**src/rtl/pattern_seq.sv**
```systemverilog
// Timed LED pattern sequencer with valid/ready hand-off of each new word to an I/O-expander writer.
// Define PATTERN_SEQ_ACTLOW_EN to drive wdata inverted (active-low LED sinks); the pattern logic is unchanged.
module pattern_seq #(
  parameter int unsigned       WIDTH   = 16,
  parameter int unsigned       DIV_CNT = 800000,
  parameter logic [WIDTH-1:0]  INIT    = {{(WIDTH-1){1'b0}}, 1'b1}
) (
  input  logic             clk,
  input  logic             rst_n,
  input  logic             en,
  input  logic [1:0]       mode,
  input  logic             load,
  input  logic [WIDTH-1:0] load_data,
  output logic [WIDTH-1:0] wdata,
  output logic             step_pulse,
  output logic             wr_valid,
  input  logic             wr_ready,
  output logic             overrun
);

  localparam int unsigned     PW         = $clog2(DIV_CNT);
  localparam logic [PW-1:0]   PRESC_LAST = PW'(DIV_CNT - 1);

  logic [PW-1:0]    presc_reg, presc_next;
  logic [WIDTH-1:0] pattern_reg, pattern_next;
  logic             dir_reg, dir_next;
  logic             step_pulse_reg, step_pulse_next;
  logic             wr_valid_reg, wr_valid_next;
  logic             overrun_reg, overrun_next;
  logic             step;
  logic [WIDTH-1:0] rol, ror;

  // Rotations are pure wiring, so build them bit by bit.
  genvar gi;
  generate
    for (gi = 0; gi < WIDTH; gi++) begin : g_rot
      assign rol[gi] = pattern_reg[(gi + WIDTH - 1) % WIDTH];
      assign ror[gi] = pattern_reg[(gi + 1) % WIDTH];
    end
  endgenerate

  assign step = en && (presc_reg == PRESC_LAST) && !load;

  always_comb begin
    presc_next      = presc_reg;
    pattern_next    = pattern_reg;
    dir_next        = dir_reg;
    step_pulse_next = 1'b0;
    wr_valid_next   = wr_valid_reg && !wr_ready;
    overrun_next    = overrun_reg;

    if (load) begin
      pattern_next  = load_data;
      presc_next    = '0;
      dir_next      = 1'b0;
      wr_valid_next = 1'b1;
      overrun_next  = 1'b0;
    end else if (step) begin
      presc_next      = '0;
      step_pulse_next = 1'b1;
      wr_valid_next   = 1'b1;
      // A step coinciding with acceptance replaces the word cleanly.
      if (wr_valid_reg && !wr_ready) overrun_next = 1'b1;
      case (mode)
        2'd0: pattern_next = rol;
        2'd1: pattern_next = ror;
        2'd2: begin
          if (!dir_reg) begin
            if (pattern_reg[WIDTH-1]) begin
              dir_next     = 1'b1;
              pattern_next = pattern_reg >> 1;
            end else begin
              pattern_next = pattern_reg << 1;
            end
          end else begin
            if (pattern_reg[0]) begin
              dir_next     = 1'b0;
              pattern_next = pattern_reg << 1;
            end else begin
              pattern_next = pattern_reg >> 1;
            end
          end
        end
        default: pattern_next = pattern_reg + 1'b1;
      endcase
    end else if (en) begin
      presc_next = presc_reg + 1'b1;
    end
  end

  always_ff @(posedge clk) begin
    if (!rst_n) begin
      presc_reg      <= '0;
      pattern_reg    <= INIT;
      dir_reg        <= 1'b0;
      step_pulse_reg <= 1'b0;
      wr_valid_reg   <= 1'b0;
      overrun_reg    <= 1'b0;
    end else begin
      presc_reg      <= presc_next;
      pattern_reg    <= pattern_next;
      dir_reg        <= dir_next;
      step_pulse_reg <= step_pulse_next;
      wr_valid_reg   <= wr_valid_next;
      overrun_reg    <= overrun_next;
    end
  end

`ifdef PATTERN_SEQ_ACTLOW_EN
  assign wdata = ~pattern_reg;
`else
  assign wdata = pattern_reg;
`endif
  assign step_pulse = step_pulse_reg;
  assign wr_valid   = wr_valid_reg;
  assign overrun    = overrun_reg;

endmodule

```
**config.mk**
```make
export PLATFORM = sky130hd
export DESIGN_NAME = pattern_seq
export DESIGN_NICKNAME = d
export VERILOG_FILES = /design/src/rtl/pattern_seq.sv
export SDC_FILE = /design/constraint.sdc
export NUM_CORES = 1
export LEC_CHECK = 0
export CORE_MARGIN = 2
export CORE_UTILIZATION = 50
export CTS_BUF_LIST = sky130_fd_sc_hd__clkbuf_4
export CTS_CLUSTER_DIAMETER = 30
export DETAILED_ROUTE_END_ITERATION = 12
export PLACE_DENSITY = 0.79
export SKIP_LAST_GASP = 1
export SYNTH_ARGS = -nofsm -noshare
export SYNTH_HDL_FRONTEND = slang
export SYNTH_SLANG_ARGS = --single-unit
```
**constraint.sdc**
```tcl
create_clock -name clk -period 3.9 [get_ports clk]
set_input_delay 0.78 -clock clk [delete_from_list [all_inputs] [get_ports clk]]
set_output_delay 0.78 -clock clk [all_outputs]
set_load 0.05 [all_outputs]
```
==> summary.txt, run 1 <==
Drt
  – 1st-pass router iterations: 5
  – Post-DR vias/cell: between 6 and 7
  – Met2 WL: about 3300 um
  – Antenna-violating nets left: 0
  – Routed WL per cell: between 15 and 20 um
  – DR DRC count: 0
  – DRT Wirelength: ~7600 um
  – Via total after detailed routing: between 2000 and 3000
  – M1 WL: roughly 3400 um
  – Initial DRC count: ~340
  – Top sig layer: met4
  – Routed length on met3: between 600 and 700 um

Synth
  – Seq/Total Area, Yosys: 0.300
  – Post-Syn Area: approximately 2700 um2
  – Top_reg_cell synth: dfxtp_1
  – Synth Net Count: around 380
  – EDFF count, synth: 0
  – Seq cells post-synth: 40
  – Simple-Gate Fraction of Synth Area: 0.307
  – Largest family of logic cells by synthesized area: simple AND/OR/NAND/NOR gates
  – Post-synth top area share: 0.300
  – Async S/R FF share, synth: 0
  – Yosys warning total: 0
  – Area contributors post-synth: dfxtp_1 (30%), o21ai_0 (6.2%), nand3_1 (5.6%)
  – Post-Synth Adder-Cell Area: 0.0141
  – Number of library cell types mapped by synthesis: between 50 and 60
  – Mux cell area share after synthesis: 0.0315
  – Synth area leader: dfxtp_1
  – Syn_area_per_cell: 7.61 um2
  – Post-synthesis compound-gate area fraction: 0.214
  – Cells after Synth: 350
  – Xor/xnor cell area share of the yosys netlist: 0.0756

Placed design
  – Setup WS pre-CTS: slightly below 800 ps
  – GPL Wtd Cong: about 0.95
  – Input/output buffers: slightly above 40
  – HPWL Detailed: approximately 5200 um
  – Placed instance area: between 3000 and 4000 um2

Global routing
  – Vias in the first global route: 2649
  – First-pass GRT wire length: between 10000 and 15000 um
  – Total GRT Usage: 0.264
  – Largest net degree at the start of global routing: 20
  – Residual overflow from global routing: 0
  – Initial antenna violation count: 0

Clock network
  – Post-cts gate resize count: 0
  – Postcts setup bufs: 0
  – CTS sink cnt: 40
  – TritonCTS Buffers: 5
  – CTS H-tree depth: 2
  – Root buffer cell: clkbuf_4
  – Clock transition at path regs: between 100 and 150 ps
  – Hold Buf Count CTS: 0
  – Clk Latency, worst-skew pair: approximately 370 ps
  – CTS Buffer Depth: 2
  – CTS tree: done

STA
  – Worst slew margin: 0.486
  – Slew @ Worst Pin: 763 ps
  – Setup violators final: 0
  – Achievable Freq: 0.361 GHz
  – PnR worst setup slack: roughly 1100 ps
  – RSZ-0062 raised after global routing: false
  – Hold Violations, Final: 0
  – Final Cycle Share: 0.711
  – Final min period: 2770 ps
  – Fin Setup TNS: 0 ps
  – Clk_skew: approximately 14 ps
  – Slew Viols, Final: 0
  – Hold_ws: roughly 500 ps

Run
  – Max-Cap Viols: 0

Die
  – IO Pins: 42
  – Num rows: 26
  – Die extent in y: between 70 and 80 um
  – Core Box Area: approximately 5100 um2
  – Die Wd: around 77 um
  – Die ar.: slightly below 6000 um2
  – Initial Utilization: 0.519

Worst setup path
  – Crit path max fanout: 13
  – CP required: about 4200 ps
  – Critical Path Sink Type: flop
  – Worst EP arrival: approximately 3000 ps
  – Most frequent CP cell: nand4_1
  – CP cell instances: clkdlybuf4s50_1, nand4_1, nor2_1, nand4_1, a2111oi_0, o21ai_0
  – CP Class: in -> reg
  – CP delay by family, top: simple AND/OR/NAND/NOR gates
  – Slowest stage delay, CP: between 600 and 700 ps
  – Crit start category: input port
  – Worst Path Buf+Inv: 1
  – CP max stage cell: clkdlybuf4s50_1

Pwr
  – Pwr dens: approximately 270 nW/um2
  – Worst VDD drop: between 150 and 200 uV
  – Static Leakage: just over 1 nW
  – Total power: 0.849 mW

Cells and area
  – Most frequent cells in the layout: clkdlybuf4s50_1 (41), dfxtp_1 (40), nor2_1 (33), o21ai_0 (33), nand3_1 (30)
  – Design Area, Final: approximately 3100 um2
  – Area delta synth->final: 18.1%
  – Largest register FFs: 20
  – Layout cells sized above 1: 0.0690
  – Most common cell after layout, fill and taps aside: clkdlybuf4s50_1
  – Fill count: between 400 and 500
  – Ant. Diodes: 0
  – Nets: 403

Hold path
  – Hold Crit Class: reg -> reg

Outcome
  – Outcome: completed
worst min-delay path, cell delays in order (launching register included):
cell and delay (ps):
dfxtp_1 350, a21oi_1 40, nor2_1 70
cell families after synthesis:
| kind of cell | Yosys count |
|---|---|
| and+or+nand+nor | 153 |
| AOI/OAI and AO/OA | 86 |
| DFF | 40 |
| buffers and inverters | 37 |
| xor gates and xnor gates | 23 |
| muxes | 8 |
| adders and majority gates | 3 |
power by group:
part | switching (mW) | internal, mW
Sequential | 0.0296 | 0.421
Combinational | 0.109 | 0.0739
Clock | 0.149 | 0.0658
final timing paths:
kind	startpoint	to	slack, ps	cells after the start
max	en	wdata[12]	1130	6
min	overrun	overrun	490	2
min reg2reg	overrun	overrun	490	2
max reg2reg	presc_reg[0]	wdata[12]	1510	6
stage by stage:
step,std cells,utilization
floorplan,350,-
global placement,440,0.602
detailed placement,440,0.602
CTS,447,0.612
global route,447,0.612
finish,447,0.612
cell type report:
class	instances	area [um2]	share of cell area
clock buffer	5	37.5	0.0119
multi-input combinational	273	1710	0.544
inverter	9	33.8	0.0107
tap	70	87.6	0.0278
timing repair buffer	48	463	0.147
sequential	40	801	0.254
clock inverter	2	12.5	0.00398
synth_stat cells (6+ instances only):
| cell type | count |
|---|---|
| nor4_1 | 9 |
| xor2_1 | 14 |
| nor2_1 | 33 |
| dfxtp_1 | 40 |
| nand3_1 | 30 |
| nor3_1 | 6 |
| xnor2_1 | 9 |
| nand4_1 | 13 |
| nor2b_1 | 8 |
| a21oi_1 | 10 |
| clkbuf_1 | 18 |
| inv_1 | 9 |
| o21ai_0 | 33 |
| nand2_1 | 28 |
metal layers:
metal | up-vias | global-route usage
li1 | 1343 | -
met1 | 1297 | 0.370
met2 | 149 | 0.389
met3 | 19 | 0.0518
met4 | 0 | 0.129
met5 | - | 0
(Power assumes the default switching activity.)
==> run 2: changes to the inputs <==
PLACE_DENSITY = 0.82   (was 0.79)
clock period = 2.2 ns   (was 3.9 ns; I/O delays follow)
==> run 2 against run 1 <==
Against the previous run:
- non-clock buffer count rose by 46
- clock power rose to 2.8 times the previous value
- via count rose by 6.8%
- critical endpoint is now wdata[15]
- highest routed layer unchanged
==> summary.txt, run 2 (synthesized netlist as in run 1, its figures left out) <==
Outcome
  – Outcome: completed

Worst setup path
  – R2R Setup Slk: around 190 ps
  – Critical Path Sink Type: output pin
  – RR Endpoint: wdata[6]
  – Crit start category: flop
  – Crit path max fanout: 10
  – Worst Reg2Reg Path Length in Cells: 5
  – CP Class: reg -> out
  – Worst EP arrival: between 1500 and 2000 ps
  – Crit path to: wdata[15]
  – CP required: 1760 ps
  – Reg-to-Reg Start: dir_reg
  – Critical Path Start: wdata[15]

STA
  – Final min period: 2150 ps
  – Fin Setup TNS: 0 ps
  – Clk_skew: approximately 12 ps
  – Worst slew margin: 0.664
  – RSZ-0062 raised after global routing: false
  – Slew @ Worst Pin: 503 ps
  – Final Cycle Share: 0.977
  – Setup violators final: 0
  – PnR worst setup slack: a little over 50 ps
  – Achievable Freq: 0.465 GHz
  – Slew Viols, Final: 0
  – Hold Violations, Final: 0
  – Hold_ws: between 500 and 600 ps

Placed design
  – Setup WS pre-CTS: -55.0 ps
  – GPL Wtd Cong: between 0.9 and 1
  – Placed instance area: 3470 um2
  – Input/output buffers: 41
  – DP Cell Count: between 400 and 500
  – HPWL Detailed: 6160 um

Pwr
  – Net Sw Frac: 0.284
  – Total power: ~1.8 mW
  – Combinational share of power: 0.228
  – Clock share of power: 0.335
  – Static Leakage: ~1.3 nW
  – Worst VDD drop: between 400 and 500 uV
  – Reg power frac: 0.437
  – Net load switching power: 0.505 mW
  – Pwr dens: 497 nW/um2
  – Internal: 1.27 mW

Hold path
  – Min-Delay Path Depth: 2
  – Hold Crit Class: reg -> reg

Cells and area
  – Area delta synth->final: 34.0%
  – Most common cell after layout, fill and taps aside: buf_4
  – Nets: roughly 450
  – End-of-flow core utilization: 0.695
  – Layout cells sized above 1: 0.175
  – Ant. Diodes: 0
  – Non-Filler Instances: 493
  – Design Area, Final: 3570 um2
  – Most frequent cells in the layout: buf_4 (52), dfxtp_1 (39), clkdlybuf4s50_1 (37)
  – Largest register FFs: 20

Clock network
  – Root buffer cell: clkbuf_4
  – Clock transition at path regs: 130 ps
  – CTS H-tree depth: 2
  – CTS Buffer Depth: 2
  – CTS sink cnt: 40
  – Clk Latency, worst-skew pair: approximately 350 ps
  – Hold Buf Count CTS: 0
  – CTS tree: done
  – TritonCTS Buffers: 5

Die
  – Initial Utilization: 0.519
  – Die ar.: about 6000 um2
  – Num rows: 26
  – Die extent in y: 77.0 um
  – Die Wd: just under 80 um
  – Core Box Area: 5140 um2
  – IO Pins: 42

Global routing
  – Vias in the first global route: between 2000 and 3000
  – First-pass GRT wire length: 13700 um
  – Initial antenna violation count: 0
  – Residual overflow from global routing: 0
  – Total GRT Usage: 0.285
  – Largest net degree at the start of global routing: 21

Drt
  – Via total after detailed routing: 2998
  – 1st-pass router iterations: 5
  – Post-DR vias/cell: 6.08
  – DRT Wirelength: approximately 8300 um
  – Initial DRC count: between 300 and 400
  – DR DRC count: 0
  – Routed WL per cell: between 15 and 20 um
  – Antenna-violating nets left: 0

Run
  – Max-Cap Viols: 0
-- run 2: cell types whose count changed in the layout (fill, tap and decap cells not counted), sizes merged --
cell,change
buf,+47
clkdlybuf4s50,-4
dlymetal6s2s,+3
bufinv,+2
clkinv,-1
clkinvlp,-1
-- run 2: power groups by stage --
stage                     combinational, mW  sequential [mW]  clock [mW]
after floorplan                       0.158            0.851           0
after global placement                0.397            0.791           0
after detailed placement              0.399            0.791           0
after CTS                             0.401            0.775       0.602
after global routing                  0.432            0.779       0.624
final                                 0.405            0.775       0.595
-- run 2: per-layer routing --
metal / up-vias / global-route usage / wire length (um)
met5: - / 0 / 0
met4: 0 / 0.0857 / 165
met3: 18 / 0.0541 / 700
met2: 160 / 0.442 / 3660
met1: 1383 / 0.402 / 3720
li1: 1437 / - / -
-- run 2: what timing repair did --
item	4_1_cts	5_1_grt
buffers inserted	0	0
setup endpoints to repair	0	3
resized for setup	0	3
-- run 2: worst min-delay path by stage --
stage                              from             to  slack [ps]
after floorplan           presc_reg[19]  presc_reg[19]         470
after global placement          overrun        overrun         460
after detailed placement        overrun        overrun         480
after CTS                       overrun        overrun         520
after global routing            overrun        overrun         550
final                           overrun        overrun         510
-- run 2: area by class of cell --
class	count	area (um2)
clock inverters	2	60.1
multi-input cells	273	1710
well taps	70	87.6
repair buffers	94	838
fillers	442	1570
flip-flops and latches	40	802
inverters	9	33.8
clock buffers	5	37.5
-- run 2: worst max-delay path, stage by stage (launching register included) --
cell and delay, ps:
dfxtp_2 360, buf_4 170, clkdlybuf4s50_1 820
